**config.mk**
```make
export PLATFORM = sky130hd
export DESIGN_NAME = mix_columns_seq
export DESIGN_NICKNAME = d
export VERILOG_FILES = /design/src/rtl/aes_pkg.sv /design/src/rtl/mix_col_unit.sv /design/src/rtl/mix_columns_seq.sv
export SDC_FILE = /design/constraint.sdc
export NUM_CORES = 1
export LEC_CHECK = 0
export CAP_MARGIN = 20
export CORE_UTILIZATION = 30
export CTS_BUF_LIST = sky130_fd_sc_hd__clkbuf_4 sky130_fd_sc_hd__clkbuf_8
export DETAILED_ROUTE_END_ITERATION = 16
export GPL_TIMING_DRIVEN = 0
export MAX_ROUTING_LAYER = met4
export PLACE_DENSITY_LB_ADDON = 0.05
export SETUP_SLACK_MARGIN = 0.05
export SLEW_MARGIN = 20
export SYNTH_ARGS = -nofsm -noshare
export SYNTH_HDL_FRONTEND = slang
export SYNTH_SLANG_ARGS = --single-unit
export TNS_END_PERCENT = 10
```
**constraint.sdc**
```tcl
create_clock -name clk -period 2.31 [get_ports clk]
set_clock_uncertainty 0.05 [all_clocks]
set_input_delay 0.231 -clock clk [delete_from_list [all_inputs] [get_ports clk]]
set_output_delay 0.231 -clock clk [all_outputs]
set_load 0.01 [all_outputs]
```
**src/rtl/aes_pkg.sv**
```systemverilog
// Shared AES definitions: GF(2^8) doubling, state/column types and the MixColumns FSM states.
package aes_pkg;
    localparam logic [7:0] AES_POLY = 8'h1b;
    localparam int         AES_NB   = 4;

    typedef logic [0:127] state_t;
    typedef logic [0:31]  col_t;

    typedef enum logic [1:0] {MC_IDLE, MC_BUSY, MC_DONE} mc_state_e;

    // Multiply by x in GF(2^8) mod x^8+x^4+x^3+x+1.
    function automatic logic [7:0] xtime(input logic [7:0] x);
        return {x[6:0], 1'b0} ^ (x[7] ? AES_POLY : 8'h00);
    endfunction
endpackage

```
**src/rtl/mix_col_unit.sv**
```systemverilog
// Combinational single-column MixColumns; the inverse matrix is only built with INV_MIX_COLUMNS_EN.
module mix_col_unit
    import aes_pkg::*;
(
    input  col_t i_col,
    input  logic i_inv,
    output col_t o_col
);
    logic [7:0] w_a  [4];
    logic [7:0] w_x2 [4];

    for (genvar i = 0; i < 4; i++) begin : g_in
        assign w_a[i]  = i_col[8*i +: 8];
        assign w_x2[i] = xtime(w_a[i]);
    end

`ifdef INV_MIX_COLUMNS_EN
    logic [7:0] w_x4 [4];
    logic [7:0] w_x8 [4];

    for (genvar i = 0; i < 4; i++) begin : g_chain
        assign w_x4[i] = xtime(w_x2[i]);
        assign w_x8[i] = xtime(w_x4[i]);
    end
`else
    logic w_unused_inv;
    assign w_unused_inv = i_inv;
`endif

    // Circulant rows: byte i uses a[i], a[i+1], a[i+2], a[i+3] (mod 4).
    for (genvar i = 0; i < 4; i++) begin : g_out
        localparam int J1 = (i + 1) % 4;
        localparam int J2 = (i + 2) % 4;
        localparam int J3 = (i + 3) % 4;
        logic [7:0] w_fwd;
        assign w_fwd = w_x2[i] ^ w_x2[J1] ^ w_a[J1] ^ w_a[J2] ^ w_a[J3];
`ifdef INV_MIX_COLUMNS_EN
        logic [7:0] w_inv;
        // 0e*a0 ^ 0b*a1 ^ 0d*a2 ^ 09*a3
        assign w_inv = (w_x8[i]  ^ w_x4[i]  ^ w_x2[i])
                     ^ (w_x8[J1] ^ w_x2[J1] ^ w_a[J1])
                     ^ (w_x8[J2] ^ w_x4[J2] ^ w_a[J2])
                     ^ (w_x8[J3] ^ w_a[J3]);
        assign o_col[8*i +: 8] = i_inv ? w_inv : w_fwd;
`else
        assign o_col[8*i +: 8] = w_fwd;
`endif
    end
endmodule

```
**src/rtl/mix_columns_seq.sv**
```systemverilog
// Sequential AES MixColumns over a 128-bit state, COLS_PER_CYCLE columns per clock.
// Optional InvMixColumns selected by defining INV_MIX_COLUMNS_EN.
module mix_columns_seq
    import aes_pkg::*;
#(
    parameter int COLS_PER_CYCLE = 1
) (
    input  logic         clk,
    input  logic         rst,
    input  logic         in_valid,
    output logic         in_ready,
    input  logic [0:127] in_data,
    input  logic         in_inv,
    output logic         out_valid,
    input  logic         out_ready,
    output logic [0:127] out_data
);
    if (COLS_PER_CYCLE != 1 && COLS_PER_CYCLE != 2 && COLS_PER_CYCLE != 4) begin : g_bad_cfg
        $error("mix_columns_seq: COLS_PER_CYCLE must be 1, 2 or 4");
    end

    mc_state_e  r_state;
    logic [1:0] r_col_cnt;
    state_t     r_data;
    logic       r_in_ready;
    logic       r_out_valid;
    logic       w_inv;
    logic       w_last;

    logic [1:0] w_idx     [COLS_PER_CYCLE];
    col_t       w_col_in  [COLS_PER_CYCLE];
    col_t       w_col_out [COLS_PER_CYCLE];

`ifdef INV_MIX_COLUMNS_EN
    logic r_inv;
    assign w_inv = r_inv;
`else
    logic w_unused_inv;
    assign w_unused_inv = in_inv;
    assign w_inv        = 1'b0;
`endif

    for (genvar g = 0; g < COLS_PER_CYCLE; g++) begin : g_unit
        assign w_idx[g]    = r_col_cnt + 2'(g);
        assign w_col_in[g] = r_data[32*w_idx[g] +: 32];
        mix_col_unit u_unit (
            .i_col (w_col_in[g]),
            .i_inv (w_inv),
            .o_col (w_col_out[g])
        );
    end

    assign w_last    = ({1'b0, r_col_cnt} + 3'(COLS_PER_CYCLE)) == 3'(AES_NB);
    // rst gating keeps in_ready low during the reset cycle itself.
    assign in_ready  = r_in_ready & ~rst;
    assign out_valid = r_out_valid;
    assign out_data  = r_data;

    always_ff @(posedge clk) begin
        if (rst) begin
            r_state     <= MC_IDLE;
            r_col_cnt   <= 2'd0;
            r_data      <= '0;
            r_in_ready  <= 1'b1;
            r_out_valid <= 1'b0;
`ifdef INV_MIX_COLUMNS_EN
            r_inv       <= 1'b0;
`endif
        end else begin
            case (r_state)
                MC_IDLE: begin
                    if (in_valid && r_in_ready) begin
                        r_data     <= in_data;
`ifdef INV_MIX_COLUMNS_EN
                        r_inv      <= in_inv;
`endif
                        r_in_ready <= 1'b0;
                        r_state    <= MC_BUSY;
                    end
                end
                MC_BUSY: begin
                    for (int g = 0; g < COLS_PER_CYCLE; g++) begin
                        r_data[32*w_idx[g] +: 32] <= w_col_out[g];
                    end
                    r_col_cnt <= r_col_cnt + 2'(COLS_PER_CYCLE);
                    if (w_last) begin
                        r_state     <= MC_DONE;
                        r_out_valid <= 1'b1;
                    end
                end
                MC_DONE: begin
                    if (out_ready) begin
                        r_out_valid <= 1'b0;
                        r_in_ready  <= 1'b1;
                        r_state     <= MC_IDLE;
                    end
                end
                default: r_state <= MC_IDLE;
            endcase
        end
    end
endmodule

```
==> reports/results.ini, run 1 <==
[run_status]
result_of_the_run = finished, violations left
failed_checks = setup timing

[floorplan]
floorplan.io_pins = 263
fp-row-count = 63
fp.coreArea_mm2 = 0.02995
dieWidth_um = 177.6
die_height_um = 177.6
floorplan.initialDensity_pct = 30.89
die_area_mm2 = 0.03155

[clocking]
htree_levels = 4
insertion_delay_ns = 0.48
clock_tree.buffer_depth = 2
cts_bufs_inserted = 17
tritoncts = done
cts-hold-fix-buffers = 0
clock_sink_count = 134
cts.reportedPaths.clkPinSlew_ns = 0.10
cts_root_buffer = clkbuf_8

[critical_path]
cp_num_buf_inv = 3
path_cells = buf_12, buf_16, buf_6, mux4_2, xor2_4, xnor3_2, a211oi_2
reg2reg_slack_ns = -0.29
critical_path.max_fanout = 5
regToRegEndpoint = out_data[9]
endpoint_of_the_most_critical_setup_path = out_data[9]
path_delay_family = XOR/XNOR gates
critPathKind = reg -> reg
setup.worst_path.start = r_col_cnt[1]
cp.required_ns = 2.66
cp_num_cells = 7
critical_path.max_stage_delay_ns = 0.62
critical_path_at_ns = 2.94
worst_setup_path_end_kind = register
critical_path.slowest_cell = mux4_2
timing.critical_path.from_type = register
r2r.worst_path.cells = 7
crit-reg2reg-launch = r_col_cnt[1]

[route]
vias_per_cell = 5.952
drt-initial-drc-count = 883
drt-total-wl_mm = 46.69
routedWlPerCell_um = 28.20
vias = 9857
route.antenna.remaining_nets = 0
detail_route.drc_violations = 0
detail_route.first_pass.iterations = 5

[power]
leakage_nw = 5.450
power_per_cell_area_mw_per_mm2 = 1016
vdd_ir_drop_max_v = 0.0006730
design_power_total_w = 0.01479

[synth]
cell_accounting_for_the_most_synthesized_area = dfxtp_1
synth_edf_count = 0
ys_dominant_reg_cell = dfxtp_1
yosys_register_bits = 134
post_synth_num_cell_types = 34
yosysTopAreaCellShare_pct = 28.99
part_of_the_yosys_area_used_for_sequential_elements_pct = 28.99
ys_async_sr_fraction_pct = 0
syn_nets = 1052
post_synth_instance_area_mm2 = 0.009254
syn_inst = 915
netlist_top_cells_count = a211oi_1 (220), a21oi_1 (136), dfxtp_1 (134)
syn_avg_cell_area_um2 = 10.11
yosys_warnings = 0
synth.top_cells.by_area = dfxtp_1 (29%), a211oi_1 (18%), o21bai_1 (10%)
yosysMostFrequentCell = a211oi_1

[timing]
report.final.slew_viol_count = 0
post-route-period-util_pct = 112.5
setup_violations = 128
final.setup.tns_ns = -19.39
worst_slack_setup_final_ns = -0.2882
timing.final.hold_violations = 0
fmax_mhz = 384.9
slew-limit-headroom_pct = 47.95
finalCriticalPeriod_ns = 2.598
tightest_slew_ns = 0.7807
rsz0062_at_grt = yes

[global_route]
first_global_vias = 9654
wire_length_of_the_first_global_routing_pass_mm = 65.47
antenna_found_initial = 0
grt_usage_pct = 30.03
gr-total-overflow = 0
pin_count_of_the_biggest_net_entering_global_routing = 17

[finish]
final.fill_count = 2778
ant_cells = 0
final-instance-count-excl-fill = 1656
areaGrowthSynthToFinish_pct = 57.27
layout-drive-gt1-share_pct = 30.09
final_net_count = 1392
finish.utilization_pct = 48.59

[run]
max-cap-violations = 0

[placement]
dpl.cell_count = 1565
gp_routability_congestion = 0.8802
place_hpwl_mm = 33.59
placement.setup.worst_slack_ns = -1.085
count_of_buffers_inserted_at_the_top_level_ports = 260

[min_path]
worst_hold_path_type = in -> reg

==> worst register-to-register path, cell delays in order, from the launching register on <==
cell and delay, ns:
dfxtp_4 0.39, buf_12 0.15, buf_16 0.16, buf_6 0.11
mux4_2 0.62, xor2_4 0.25, xnor3_2 0.55, a211oi_2 0.25
==> layer usage <==
metal | wire length [µm] | up-vias | track usage, % | part of all wire (%)
met5 | 0 | - | - | 0
li1 | - | 4297 | - | -
met4 | 1030 | 0 | 9.010 | 2.2
met2 | 21430 | 537 | 46.31 | 46
met3 | 4056 | 68 | 6.105 | 8.7
met1 | 20180 | 4955 | 39.49 | 43
==> flip-flops by register name (all words and copies together), names as in the netlist <==
| register | count |
|---|---|
| r_col_cnt | 2 |
| r_state | 2 |
| out_data | 128 |
| out_valid | 1 |
| r_in_ready | 1 |
==> metrics by stage <==
stage	instance area, µm²	hold slack, ns
floorplan	9276	0.3554
global placement	12370	0.4403
detailed placement	12370	0.4347
CTS	13920	0.3487
global route	14550	0.3652
finish	14550	0.3613
==> layout make-up <==
| class | count | area (µm²) | share of cell area (%) |
|---|---|---|---|
| Timing Repair Buffer | 327 | 3346 | 22.99 |
| Multi-Input combinational cell | 664 | 6865 | 47.17 |
| Buffer | 106 | 724.4 | 4.978 |
| Inverter | 5 | 18.77 | 0.1290 |
| Clock inverter | 12 | 180.2 | 1.238 |
| Clock buffer | 18 | 241.5 | 1.659 |
| Sequential cell | 134 | 2690 | 18.48 |
| Tap cell | 390 | 488.0 | 3.353 |
==> what timing repair did <==
action / 4_1_cts / 5_1_grt
cloned: 3 / 1
pin swaps: 37 / 40
setup buffers: 37 / 26
endpoints found under the setup margin: 130 / 129
gates resized for setup: 204 / 97
==> cells in the final DEF, fill, tap and decap left out, types with 4 or more instances in the layout <==
cell             count
clkdlybuf4s50_1    260
a211oi_1           159
a21oi_1            132
dfxtp_1            132
o21bai_1           129
a211oi_2            97
buf_4               46
clkbuf_2            41
mux4_2              32
xnor3_2             27
clkbuf_1            26
clkbuf_8            17
clkbuf_4            15
buf_6               15
buf_12              14
xor2_4              14
nand2_1              9
buf_2                8
xnor2_4              8
xor3_1               7
xnor2_2              7
xnor3_1              6
buf_16               5
inv_1                5
xnor2_1              4
ha_1                 4
bufinv_16            4
==> cells by family (layout without fill, tap and decap cells) <==
group | count (synthesis) | after routing | share of synthesized area, %
flops | 134 | 134 | 28.99
mux | 32 | 32 | 7.869
compound gates | 529 | 529 | 41.14
buf+inv | 117 | 468 | 5.503
xor+xnor | 78 | 78 | 14.83
fa+ha+maj | 4 | 4 | 0.5409
simple gates | 21 | 21 | 1.122
==> how the worst min path moves through the flow <==
stage | from | end | slack [ns] | depth (start not counted)
after CTS | in_data[113] | out_data[113] | 0.35 | 3
after floorplan | out_ready | r_in_ready | 0.36 | 2
after detailed placement | out_valid | out_valid | 0.43 | 2
after global placement | out_valid | out_valid | 0.44 | 2
final | in_data[113] | out_data[113] | 0.36 | 3
after global routing | in_data[57] | out_data[57] | 0.37 | 3
==> report_power, final <==
group          switching (W)  internal, W
registers           0.000416      0.00272
logic                0.00494      0.00442
clock network        0.00111      0.00118
Note: power is estimated with default switching activity, not from simulation.
==> inputs of run 2 (changes only) <==
Settings changed: SKIP_CTS_REPAIR_TIMING from default to 1.
==> reports/results.ini, run 2 (synthesis gave the netlist of run 1 again) <==
[finish]
largest_reg_flops = 128
mostFrequentLayoutCell = clkdlybuf4s50_1
final.fill_count = 2825
areaGrowthSynthToFinish_pct = 53.66
mostFrequentLayoutCells = clkdlybuf4s50_1 (260), a211oi_1 (171), dfxtp_1 (132), a21oi_1 (131), o21bai_1 (129)
final_net_count = 1378
ant_cells = 0
layout-drive-gt1-share_pct = 27.64
final_design_area_no_fill_mm2 = 0.01422

[timing]
worst_slack_setup_final_ns = -0.3191
worst_case_hold_slack_ns = 0.3471
post-route-period-util_pct = 113.8
tightest_slew_ns = 0.7734
slew-limit-headroom_pct = 48.44
fmax_mhz = 380.4
report.final.slew_viol_count = 0
finalCriticalPeriod_ns = 2.629
timing.final.hold_violations = 0
setup_violations = 128
rsz0062_at_grt = yes

[placement]
placement.setup.worst_slack_ns = -1.085
placement.cell_area_mm2 = 0.01237
count_of_buffers_inserted_at_the_top_level_ports = 260
place_hpwl_mm = 33.59
gp_routability_congestion = 0.8802

[floorplan]
fp.coreArea_mm2 = 0.02995
die_height_um = 177.6
dieWidth_um = 177.6
die_area_mm2 = 0.03155
fp-row-count = 63
floorplan.io_pins = 263
floorplan.initialDensity_pct = 30.89

[clocking]
insertion_delay_ns = 0.49
cts.reportedPaths.clkPinSlew_ns = 0.10
tritoncts = done
cts_root_buffer = clkbuf_8
cts_bufs_inserted = 17
htree_levels = 4
clock_tree.buffer_depth = 2
clock_sink_count = 134

[global_route]
grt_usage_pct = 28.90
first_global_vias = 9328
pin_count_of_the_biggest_net_entering_global_routing = 17
gr-total-overflow = 0
wire_length_of_the_first_global_routing_pass_mm = 63.03
antenna_found_initial = 0

[critical_path]
path_cells = buf_12, buf_16, buf_12, mux4_2, xor2_4, buf_4, buf_12, xor2_4, a211oi_1
path_delay_family = buffers and inverters
critical_path_at_ns = 2.97
worst_setup_path_end_kind = register
critPathKind = reg -> reg
regToRegEndpoint = out_data[66]
endpoint_of_the_most_critical_setup_path = out_data[66]
timing.critical_path.from_type = register
critical_path.max_fanout = 7
critical_path.slowest_cell = mux4_2
setup.worst_path.start = r_col_cnt[1]
cp.required_ns = 2.65
cp_num_cells = 9
crit-reg2reg-launch = r_col_cnt[1]
r2r.worst_path.cells = 9
cp_num_buf_inv = 5
reg2reg_slack_ns = -0.32
critical_path.max_stage_delay_ns = 0.62
crit_path_frequent_cell = buf_12

[power]
switchingPower_w = 0.006377
leakage_nw = 5.307
switching_share_pct = 43.84
vdd_ir_drop_max_v = 0.0006246
power_per_cell_area_mw_per_mm2 = 1023
part_of_the_total_power_dissipated_in_sequential_elements_pct = 21.6
cell_internal_pwr_w = 0.008169
power.share.clock_pct = 15.9
combinational_share_of_power_pct = 62.5

[route]
drt-initial-drc-count = 840
vias = 9790
vias_per_cell = 5.962
routedWlPerCell_um = 28.34
detail_route.drc_violations = 0
drt-total-wl_mm = 46.54
route.antenna.remaining_nets = 0
detail_route.first_pass.iterations = 5

[run]
max-cap-violations = 0

[run_status]
failed_checks = setup timing
result_of_the_run = finished, violations left

[min_path]
worst_hold_path_type = in -> reg

==> run 2: worst reg2reg max path, stage by stage, from the launching register on <==
cell	delay, ns
dfxtp_4	0.42
buf_12	0.19
buf_16	0.18
buf_12	0.15
mux4_2	0.62
xor2_4	0.20
buf_4	0.15
buf_12	0.13
xor2_4	0.21
a211oi_1	0.24
==> run 2: area by class of cell <==
| cell class | count | area (µm²) | share of cell area [%] |
|---|---|---|---|
| Buffer | 106 | 680.7 | 4.787 |
| Clock buffer | 18 | 241.5 | 1.698 |
| Clock inverter | 12 | 180.2 | 1.267 |
| Inverter | 5 | 22.52 | 0.1584 |
| Multi-Input combinational cell | 664 | 6751 | 47.48 |
| Sequential cell | 134 | 2690 | 18.92 |
| Tap cell | 390 | 488.0 | 3.432 |
| Timing Repair Buffer | 313 | 3166 | 22.26 |
==> run 2: through the flow <==
| step | util, % | setup TNS [ns] | instances | power [W] |
|---|---|---|---|---|
| finish | 47.47 | -26.26 | 1642 | 0.01455 |
| global placement | 41.29 | -100.00 | 1565 | 0.01058 |
| floorplan | - | 0 | 915 | 0.007563 |
| global route | 47.47 | -30.37 | 1642 | 0.01493 |
| detailed placement | 41.29 | -106.64 | 1565 | 0.01059 |
| CTS | 42.69 | -108.47 | 1595 | 0.01287 |
==> run 2: per-layer routing <==
layer / routed length (µm) / GRT usage, % / up-vias
li1: - / - / 4257
met1: 20230 / 38.65 / 4942
met2: 21520 / 44.69 / 528
met3: 3858 / 5.463 / 63
met4: 927 / 7.301 / 0
met5: 0 / - / -
==> run 2: worst min-delay path by stage <==
stage	cells after the start	from	slack, ns	end
4_1_cts	3	in_data[113]	0.35	out_data[113]
3_3_place_gp	2	out_valid	0.44	out_valid
5_1_grt	3	in_data[34]	0.37	out_data[34]
2_1_floorplan	2	out_ready	0.36	r_in_ready
6_report	3	in_data[113]	0.35	out_data[113]
3_5_place_dp	2	out_valid	0.43	out_valid
==> run 2: power groups by stage <==
stage | Combinational (W) | Clock (W) | Sequential [W]
after global routing | 0.00936 | 0.00240 | 0.00318
after CTS | 0.00746 | 0.00229 | 0.00312
after global placement | 0.00740 | 0 | 0.00318
after floorplan | 0.00436 | 0 | 0.00321
final | 0.00910 | 0.00231 | 0.00314
after detailed placement | 0.00742 | 0 | 0.00317
